[src/rtl/riscv_dmem_if.sv]
// Data-memory interface between the core load/store unit and a single-outstanding bus.
// Aligns byte/half/word requests onto word-wide bus cycles and returns one response pulse per access.
module riscv_dmem_if #(
    parameter int XLEN    = 32,
    parameter int TIMEOUT = 256
) (
    input  logic            clk_i,
    input  logic            rst_ni,
    input  logic            mem_req_i,
    output logic            mem_ready_o,
    input  logic [XLEN-1:0] mem_adr_i,
    input  logic            mem_we_i,
    input  logic [2:0]      mem_size_i,
    input  logic [XLEN-1:0] mem_d_i,
    input  logic            flush_i,
    output logic            dmem_ack_o,
    output logic            dmem_err_o,
    output logic            dmem_misaligned_o,
    output logic            dmem_page_fault_o,
    output logic [XLEN-1:0] dmem_q_o,
    output logic            biu_stb_o,
    input  logic            biu_stb_ack_i,
    output logic [XLEN-1:0] biu_adr_o,
    output logic            biu_we_o,
    output logic [3:0]      biu_be_o,
    output logic [XLEN-1:0] biu_d_o,
    input  logic            biu_ack_i,
    input  logic            biu_err_i,
    input  logic [XLEN-1:0] biu_q_i
);

    localparam logic [1:0] IDLE  = 2'd0;
    localparam logic [1:0] REQ   = 2'd1;
    localparam logic [1:0] WAIT  = 2'd2;
    localparam logic [1:0] DRAIN = 2'd3;

    localparam int         WDW     = (TIMEOUT > 2) ? $clog2(TIMEOUT) : 1;
    localparam bit         WD_EN   = (TIMEOUT != 0);
    localparam logic [WDW-1:0] WD_LAST = WDW'(TIMEOUT - 1);

    // Handshake: the core holds mem_req_i with stable fields until a cycle where
    // mem_ready_o is also high; that cycle is the acceptance. On the bus side
    // biu_stb_o is held with stable address/control until biu_stb_ack_i.
    logic [1:0]      r_state;
    logic            r_stb;
    logic [XLEN-1:0] r_adr;
    logic            r_we;
    logic [3:0]      r_be;
    logic [XLEN-1:0] r_d;
    logic            r_ack;
    logic            r_err;
    logic            r_mis;
    logic [XLEN-1:0] r_q;
    logic [WDW-1:0]  r_wd;

    logic            w_accept;
    logic            w_illegal;
    logic            w_misaligned;
    logic [3:0]      w_be;
    logic [XLEN-1:0] w_d;
    logic            w_done;

    assign mem_ready_o = (r_state == IDLE) && !flush_i;
    assign w_accept    = mem_req_i && mem_ready_o;
    assign w_done      = biu_ack_i || biu_err_i;

    always_comb begin
        w_illegal = 1'b1;
        case (mem_size_i)
            3'b000, 3'b001, 3'b010, 3'b100, 3'b101: w_illegal = 1'b0;
            default:                                w_illegal = 1'b1;
        endcase
    end

    assign w_misaligned = ((mem_size_i[1:0] == 2'b01) && mem_adr_i[0]) ||
                          ((mem_size_i[1:0] == 2'b10) && (mem_adr_i[1:0] != 2'b00));

    // Lane steering: byte and half data are replicated so every enabled lane sees it.
    always_comb begin
        w_be = 4'b1111;
        w_d  = mem_d_i;
        case (mem_size_i[1:0])
            2'b00: begin
                w_be = 4'b0001 << mem_adr_i[1:0];
                w_d  = {4{mem_d_i[7:0]}};
            end
            2'b01: begin
                w_be = 4'b0011 << mem_adr_i[1:0];
                w_d  = {2{mem_d_i[15:0]}};
            end
            default: begin
                w_be = 4'b1111;
                w_d  = mem_d_i;
            end
        endcase
    end

    always_ff @(posedge clk_i or negedge rst_ni) begin
        if (!rst_ni) begin
            r_state <= IDLE;
            r_stb   <= 1'b0;
            r_adr   <= '0;
            r_we    <= 1'b0;
            r_be    <= 4'b0000;
            r_d     <= '0;
            r_ack   <= 1'b0;
            r_err   <= 1'b0;
            r_mis   <= 1'b0;
            r_q     <= '0;
            r_wd    <= '0;
        end else begin
            r_ack <= 1'b0;
            r_err <= 1'b0;
            r_mis <= 1'b0;
            case (r_state)
                IDLE: begin
                    if (w_accept) begin
                        if (w_illegal) begin
                            r_err <= 1'b1;
                        end else if (w_misaligned) begin
                            r_mis <= 1'b1;
                        end else begin
                            r_state <= REQ;
                            r_stb   <= 1'b1;
                            r_adr   <= {mem_adr_i[XLEN-1:2], 2'b00};
                            r_we    <= mem_we_i;
                            r_be    <= w_be;
                            r_d     <= w_d;
                        end
                    end
                end
                REQ: begin
                    if (flush_i) begin
                        r_stb <= 1'b0;
                        if (biu_stb_ack_i && !w_done) begin
                            r_state <= DRAIN;
                        end else begin
                            r_state <= IDLE;
                        end
                    end else if (biu_stb_ack_i) begin
                        r_stb <= 1'b0;
                        if (w_done) begin
                            r_state <= IDLE;
                            r_err   <= biu_err_i;
                            r_ack   <= !biu_err_i;
                            if (!r_we && !biu_err_i) r_q <= biu_q_i;
                        end else begin
                            r_state <= WAIT;
                            r_wd    <= '0;
                        end
                    end
                end
                WAIT: begin
                    if (flush_i) begin
                        r_state <= w_done ? IDLE : DRAIN;
                    end else if (w_done) begin
                        r_state <= IDLE;
                        r_err   <= biu_err_i;
                        r_ack   <= !biu_err_i;
                        if (!r_we && !biu_err_i) r_q <= biu_q_i;
                    end else if (WD_EN && (r_wd == WD_LAST)) begin
                        // The bus may still answer later; DRAIN absorbs that stale completion.
                        r_err   <= 1'b1;
                        r_state <= DRAIN;
                    end else begin
                        r_wd <= r_wd + WDW'(1);
                    end
                end
                default: begin
                    if (w_done) r_state <= IDLE;
                end
            endcase
        end
    end

    assign dmem_ack_o        = r_ack;
    assign dmem_err_o        = r_err;
    assign dmem_misaligned_o = r_mis;
    assign dmem_page_fault_o = 1'b0;
    assign dmem_q_o          = r_q;
    assign biu_stb_o         = r_stb;
    assign biu_adr_o         = r_adr;
    assign biu_we_o          = r_we;
    assign biu_be_o          = r_be;
    assign biu_d_o           = r_d;

endmodule

[config.mk]
export PLATFORM = sky130hd
export DESIGN_NAME = riscv_dmem_if
export DESIGN_NICKNAME = d
export VERILOG_FILES = /design/src/rtl/riscv_dmem_if.sv
export SDC_FILE = /design/constraint.sdc
export NUM_CORES = 1
export LEC_CHECK = 0
export CORE_UTILIZATION = 30
export CTS_CLUSTER_DIAMETER = 30
export CTS_CLUSTER_SIZE = 40
export DETAILED_ROUTE_END_ITERATION = 10
export PLACE_DENSITY = 0.64
export SYNTH_ARGS = -nofsm -noshare
export SYNTH_HDL_FRONTEND = slang
export SYNTH_SLANG_ARGS = --single-unit
[constraint.sdc]
create_clock -name clk_i -period 2.26 [get_ports clk_i]
set_clock_uncertainty 0.05 [all_clocks]
set_input_delay 0.678 -clock clk_i [delete_from_list [all_inputs] [get_ports clk_i]]
set_output_delay 0.678 -clock clk_i [all_outputs]
set_load 0.05 [all_outputs]
==> impl_metrics.ini, run 1 <==
[synth]
synth-simple-area-share = 0.170
yosysSeqAreaShare = 0.575
synth_seq_cells = 113
synth_top_area_cell = dfrtp_1
synth_area_leaders = dfrtp_1 57%, nand2_1 12%, mux2_2 6.0%, mux2i_1 5.5%, o21ai_0 3.1%
synth_edf_count = 0
async_flop_share = 1.00
synthMuxAreaShare = 0.130
synth_top_family_by_area = simple AND/OR/NAND/NOR gates
synth_xor_area_frac = 0.00712
syn_area_mm2 = 0.00492
synth_fa_ha_area_frac = 0.0127
yosysUniqueCellTypes = 43
syn_inst = 481
avgSynthCellArea_um2 = 10.2
yosys_warnings = 0
synth_compound_area_frac = 0.0732
ys.flop_type = dfrtp_1
synth_top_area_share = 0.575

[finish]
multi_input_area_mm2 = 0.00198
final_common_cell = nand2_1
fill_cells = 1474
antenna_cells = 0
drive_gt1_frac = 0.181
seqCellArea_mm2 = 0.00283
final_cell_mix = 151 x nand2_1, 113 x dfrtp_1, 102 x clkdlybuf4s50_1
area_growth_pct = 64.1
nNetsFinal = 833
fin_cells = 947

[setup_path]
cp.depth = 5
path_buf_inv = 3
cp-endpoint = mem_ready_o
start_kind = register
reg2reg_slack_ns = 0.19
cp_max_fo = 5
r2r_end = dmem_q_o[26]$_DFFE_PN0P_
cp_top_family = flip-flops
critPathMaxStageDelay_ns = 0.39
worstSetupEndpointType = output port
critPathKind = register to output port
r2r_cells = 8
worstPathCellList = inv_2 -> ha_4 -> buf_6 -> nor2b_4 -> buf_12
worstPathRequired_ns = 1.53
r2r_start = r_state[0]$_DFFE_PN0P_
crit_slowest_cell = dfrtp_1
cp.arrival_ns = 1.45
crit_start = r_state[1]$_DFFE_PN0P_

[detailed_routing]
routedWlPerCell_um = 15.0
antenna_left = 0
wirelength_mm = 14.2
drt_iter0_drc = 138
vias = 4280
drc_errors = 0
vias_per_cell = 4.52
drt_pass1_iterations = 4

[floorplanning]
core.rowCount = 46
die_x_um = 130
initial_core_util = 0.309
io_pins = 214
die_h_um = 130
core_area_mm2 = 0.0159
die-area_mm2 = 0.0169

[clock_network]
cts_htree_levels = 4
cts-root-buf = clkbuf_16
path_clk_slew_ns = 0.05
insertion_delay_ns = 0.40
cts_tree = built
holdBufCountCts = 0
cts_buffer_depth = 2
numCtsBuffers = 17
cts_sinks = 113

[timing]
setup_viol = 0
tns_ns = 0
period_share = 0.963
tightestPinTransition_ns = 0.644
drv_slew = 0
worst_slack_ns = 0.0835
slew_headroom = 0.570
rsz0062_at_grt = no
fmax_mhz = 459
finalCriticalPeriod_ns = 2.18
hold_violations = 0

[grt]
grt_max_degree = 114
grt_pass1_vias = 4405
grt_pass1_wl_mm = 21.9
antenna_found_initial = 0
grt_overflow = 0
grtUsageTotal = 0.170

[placed_design]
portBuffers = 210
gp_congestion = 0.860
dpl.cell_count = 912
dp_hpwl_mm = 10.1
preCtsSetupSlack_ns = -0.437

[power]
p_per_area_mw_per_mm2 = 1520
ir_worst_vdd_uv = 781
leakage_nw = 3.97

[run_status]
outcome = finished clean

[hold_path]
hold_path.class = input port to async pin

[job]
drv_cap = 0
-- final cells by class --
class                   instances  area share
clock inverters                 5      0.0124
inverters                       5     0.00233
repair buffers                248       0.292
clock buffers                  24      0.0634
well taps                     216      0.0335
multi-input cells             336       0.246
flip-flops and latches        113       0.350
-- stage by stage --
stage,hold WS [ns],utilization,power (mW),area [um2]
after CTS,0.335,0.502,12.4,8000
final,0.282,0.506,12.3,8070
after detailed placement,0.412,0.467,9.94,7440
after global routing,0.337,0.506,12.9,8070
after global placement,0.407,0.467,9.84,7440
after floorplan,0.332,-,7.49,4930
-- cell families after synthesis --
family | Yosys count
simple gates | 201
mux | 60
flops | 113
other cells | 1
buf+inv | 34
xor+xnor | 4
fa+ha+maj | 5
compound gates | 63
-- worst min path at each step --
stage	startpoint	endpoint	slack (ns)	depth (start not counted)
after floorplan	rst_ni	biu_adr_o[10]$_DFFE_PN0P_	0.33	0
after global placement	biu_adr_o[26]$_DFFE_PN0P_	biu_adr_o[26]$_DFFE_PN0P_	0.41	2
after detailed placement	biu_adr_o[31]$_DFFE_PN0P_	biu_adr_o[31]$_DFFE_PN0P_	0.41	2
after CTS	rst_ni	biu_d_o[5]$_DFFE_PN0P_	0.33	2
after global routing	rst_ni	biu_d_o[5]$_DFFE_PN0P_	0.34	2
final	rst_ni	biu_adr_o[30]$_DFFE_PN0P_	0.28	2
-- power by group --
part / switching (mW) / leakage, nW / total [mW] / internal (mW)
Combinational: 4.30 / 2.25 / 6.16 / 1.86
Sequential: 0.465 / 1.42 / 3.37 / 2.90
Clock: 0.881 / 0.304 / 2.77 / 1.89
Total: 5.65 / 3.97 / 12.3 / 6.65
-- Yosys cell counts, types with 2 or more instances --
| library cell | instances |
|---|---|
| xnor2_1 | 4 |
| inv_1 | 5 |
| nand3_1 | 3 |
| nand2b_1 | 4 |
| buf_2 | 11 |
| buf_1 | 4 |
| or3_1 | 4 |
| ha_1 | 5 |
| mux2_2 | 26 |
| nor3_1 | 2 |
| o21ai_0 | 30 |
| a221o_1 | 3 |
| nor2_1 | 22 |
| clkbuf_1 | 11 |
| nor3_2 | 2 |
| nand3b_1 | 2 |
| nand2_1 | 151 |
| a21oi_1 | 21 |
| dfrtp_1 | 113 |
| buf_4 | 3 |
| mux2i_1 | 27 |
| mux2_1 | 7 |
-- what timing repair did --
action	4_1_cts	5_1_grt
buffers inserted	2	4
gates resized for setup	85	3
cloned	0	1
setup endpoints to repair	79	36
pin swaps	0	2
-- state kept, by name (all words and copies together), names as in the netlist --
register,cells
dmem_misaligned_o,1
biu_stb_o,1
biu_d_o,32
dmem_err_o,1
biu_be_o,4
r_state,2
dmem_q_o,32
r_wd,8
biu_we_o,1
dmem_ack_o,1
biu_adr_o,30
-- routing by layer --
layer  vias to the layer above  routed length [um]  global-route usage
met1                      2027                5960               0.200
li1                       2087                   -                   -
met4                         0                 180              0.0616
met5                         -                   0                   0
met3                        17                1020              0.0549
met2                       149                7010               0.291
-- worst register-to-register path, cell delays in order (launching register included) --
cell and delay (ns):
dfrtp_1 0.39, buf_4 0.15, ha_1 0.22, mux2i_1 0.15, buf_4 0.16, nor3_4 0.19, buf_12 0.14, clkbuf_16 0.18
mux2_2 0.34
Power figures use the tool's default switching activity.
==> run 2: changes to the inputs <==
--- a/config.mk
+++ b/config.mk
@@ -5,6 +5,7 @@
 export SDC_FILE = /design/constraint.sdc
 export NUM_CORES = 1
 export LEC_CHECK = 0
+export ABC_CLOCK_PERIOD_IN_PS = 2260
 export CORE_UTILIZATION = 30
 export CTS_CLUSTER_DIAMETER = 30
 export CTS_CLUSTER_SIZE = 40
==> constraint.sdc (replaced) <==
create_clock -name clk_i -period 2.26 [get_ports clk_i]
set_clock_uncertainty 0.05 [all_clocks]
set_input_delay 0.565 -clock clk_i [delete_from_list [all_inputs] [get_ports clk_i]]
set_output_delay 0.565 -clock clk_i [all_outputs]
set_load 0.05 [all_outputs]
==> run 2 against run 1 <==
Effect of this change: register-to-register slack gained 0.03 ns; critical path depth grew 2; fmax shrank 0.98%; count of clock-buffer cells in the layout shrank 3; flip-flop and latch count is the same; sequential share of layout area shrank 0.19 points; via count grew 0.56%; core utilization grew 0.27 points; total power grew 2.8%; global-route usage grew 0.48 points; clock power shrank 3%.
==> impl_metrics.ini, run 2 (synthesis gave the netlist of run 1 again) <==
[floorplanning]
core_area_mm2 = 0.0159
die_h_um = 130
core.rowCount = 46
initial_core_util = 0.309
die_x_um = 130
die-area_mm2 = 0.0169
io_pins = 214

[detailed_routing]
vias_per_cell = 4.57
wl_met1_mm = 5.76
antenna_left = 0
drt_pass1_iterations = 6
wirelength_mm = 14.3
routedWlPerCell_um = 15.2
wl_met3_mm = 1.06
vias = 4304
drc_errors = 0
top_layer = met4
drt_iter0_drc = 202
wl_met2_mm = 7.15

[power]
ir_worst_vdd_uv = 730
leakage_nw = 3.70
p_per_area_mw_per_mm2 = 1560

[setup_path]
r2r_end = r_wd[4]$_DFFE_PN0P_
start_kind = input port
critPathMaxStageDelay_ns = 0.52
r2r_start = r_wd[0]$_DFFE_PN0P_
worstPathCellList = clkdlybuf4s50_1 -> inv_1 -> or3_1 -> nor3_4 -> buf_12 -> clkbuf_16 -> mux2_2
cp_max_fo = 16
critPathKind = input port to register
cp.arrival_ns = 2.44
r2r_cells = 6
worstPathRequired_ns = 2.50
crit_slowest_cell = clkdlybuf4s50_1
worstSetupEndpointType = register
reg2reg_slack_ns = 0.22

[placed_design]
preCtsSetupSlack_ns = -0.397
dp_hpwl_mm = 10.2
portBuffers = 210
gp_congestion = 0.856

[grt]
grt_pass1_wl_mm = 22.5
grt_max_degree = 114
grt_pass1_vias = 4416
antenna_found_initial = 0
grt_overflow = 0
grtUsageTotal = 0.175

[clock_network]
cts_tree = built
cts_htree_levels = 4
cts-root-buf = clkbuf_16
insertion_delay_ns = 0.40
cts_sinks = 113
path_clk_slew_ns = 0.05
numCtsBuffers = 17
holdBufCountCts = 0
cts_buffer_depth = 2

[timing]
rsz0062_at_grt = no
tns_ns = 0
period_share = 0.973
drv_slew = 0
setup_viol = 0
finalCriticalPeriod_ns = 2.20
hold_violations = 0
slew_headroom = 0.591
fmax_mhz = 455
worst_slack_ns = 0.0619
holdWs_ns = 0.189
tightestPinTransition_ns = 0.614

[job]
drv_cap = 0

[finish]
final_common_cell = clkdlybuf4s50_1
antenna_cells = 0
area_growth_pct = 65.0
nNetsFinal = 826
utilization = 0.509
final_cell_mix = 202 x clkdlybuf4s50_1, 151 x nand2_1, 113 x dfrtp_1
fill_cells = 1487
drive_gt1_frac = 0.132

[run_status]
outcome = finished clean

[hold_path]
hold_path.class = input port to async pin
run 2: cell types whose count changed in the layout (fill, tap and decap cells not counted), moves of 2 or more:
cell | previous run | this run
dlygate4sd2_1 | 78 | 1
clkinv_4 | 0 | 2
buf_4 | 55 | 26
inv_2 | 2 | 0
clkdlybuf4s50_1 | 102 | 202
dlymetal6s2s_1 | 2 | 4
clkinv_2 | 2 | 4
inv_1 | 3 | 5
buf_12 | 9 | 7
clkbuf_8 | 6 | 2
or3_4 | 2 | 0
or3_1 | 2 | 4
run 2: power breakdown:
part | switching [mW] | internal, mW | total (mW)
registers | 0.492 | 2.90 | 3.40
logic | 4.27 | 2.28 | 6.54
clock network | 0.923 | 1.78 | 2.70
run 2: routing by layer:
layer  global-route usage  up-vias
met5                    0        -
met4               0.0821        0
met3               0.0500       27
met2                0.299      179
met1                0.202     2028
li1                     -     2070
run 2: stage by stage:
| step | total power, mW | cell area [um2] | cells |
|---|---|---|---|
| after floorplan | 7.49 | 4930 | 483 |
| after CTS | 12.8 | 8060 | 940 |
| after global placement | 9.88 | 7460 | 909 |
| final | 12.6 | 8120 | 942 |
| after global routing | 13.3 | 8120 | 942 |
| after detailed placement | 10.0 | 7460 | 909 |
run 2: cell type report:
type	instances	area, um2	area share
flip-flops and latches	113	2830	0.348
well taps	216	270	0.0333
clock buffers	21	460	0.0567
clock inverters	10	135	0.0167
multi-input cells	336	1960	0.242
repair buffers	241	2440	0.301
inverters	5	18.8	0.00231
run 2: worst max path at each step:
stage                                 start                 endpoint  cells past startpoint
floorplan                     mem_size_i[0]   r_state[0]$_DFFE_PN0P_                      6
detailed placement                biu_ack_i  dmem_q_o[8]$_DFFE_PN0P_                      6
global placement                  biu_ack_i  dmem_q_o[2]$_DFFE_PN0P_                      6
global route         biu_d_o[3]$_DFFE_PN0P_               biu_d_o[3]                      1
CTS                 biu_be_o[1]$_DFFE_PN0P_              biu_be_o[1]                      1
finish                            biu_ack_i  dmem_q_o[3]$_DFFE_PN0P_                      7
run 2: timing repair:
action,4_1_cts,5_1_grt
buffers inserted,0,1
endpoints found under the hold margin,0,0
endpoints found under the setup margin,2,37
gates resized for setup,2,5
cloned,0,1
pin swaps,0,1
run 2: worst max-delay path, delay by kind of cell:
family / cells / cell delay, ns
buf+inv: 4 / 0.91
mux: 1 / 0.34
simple gates: 2 / 0.62
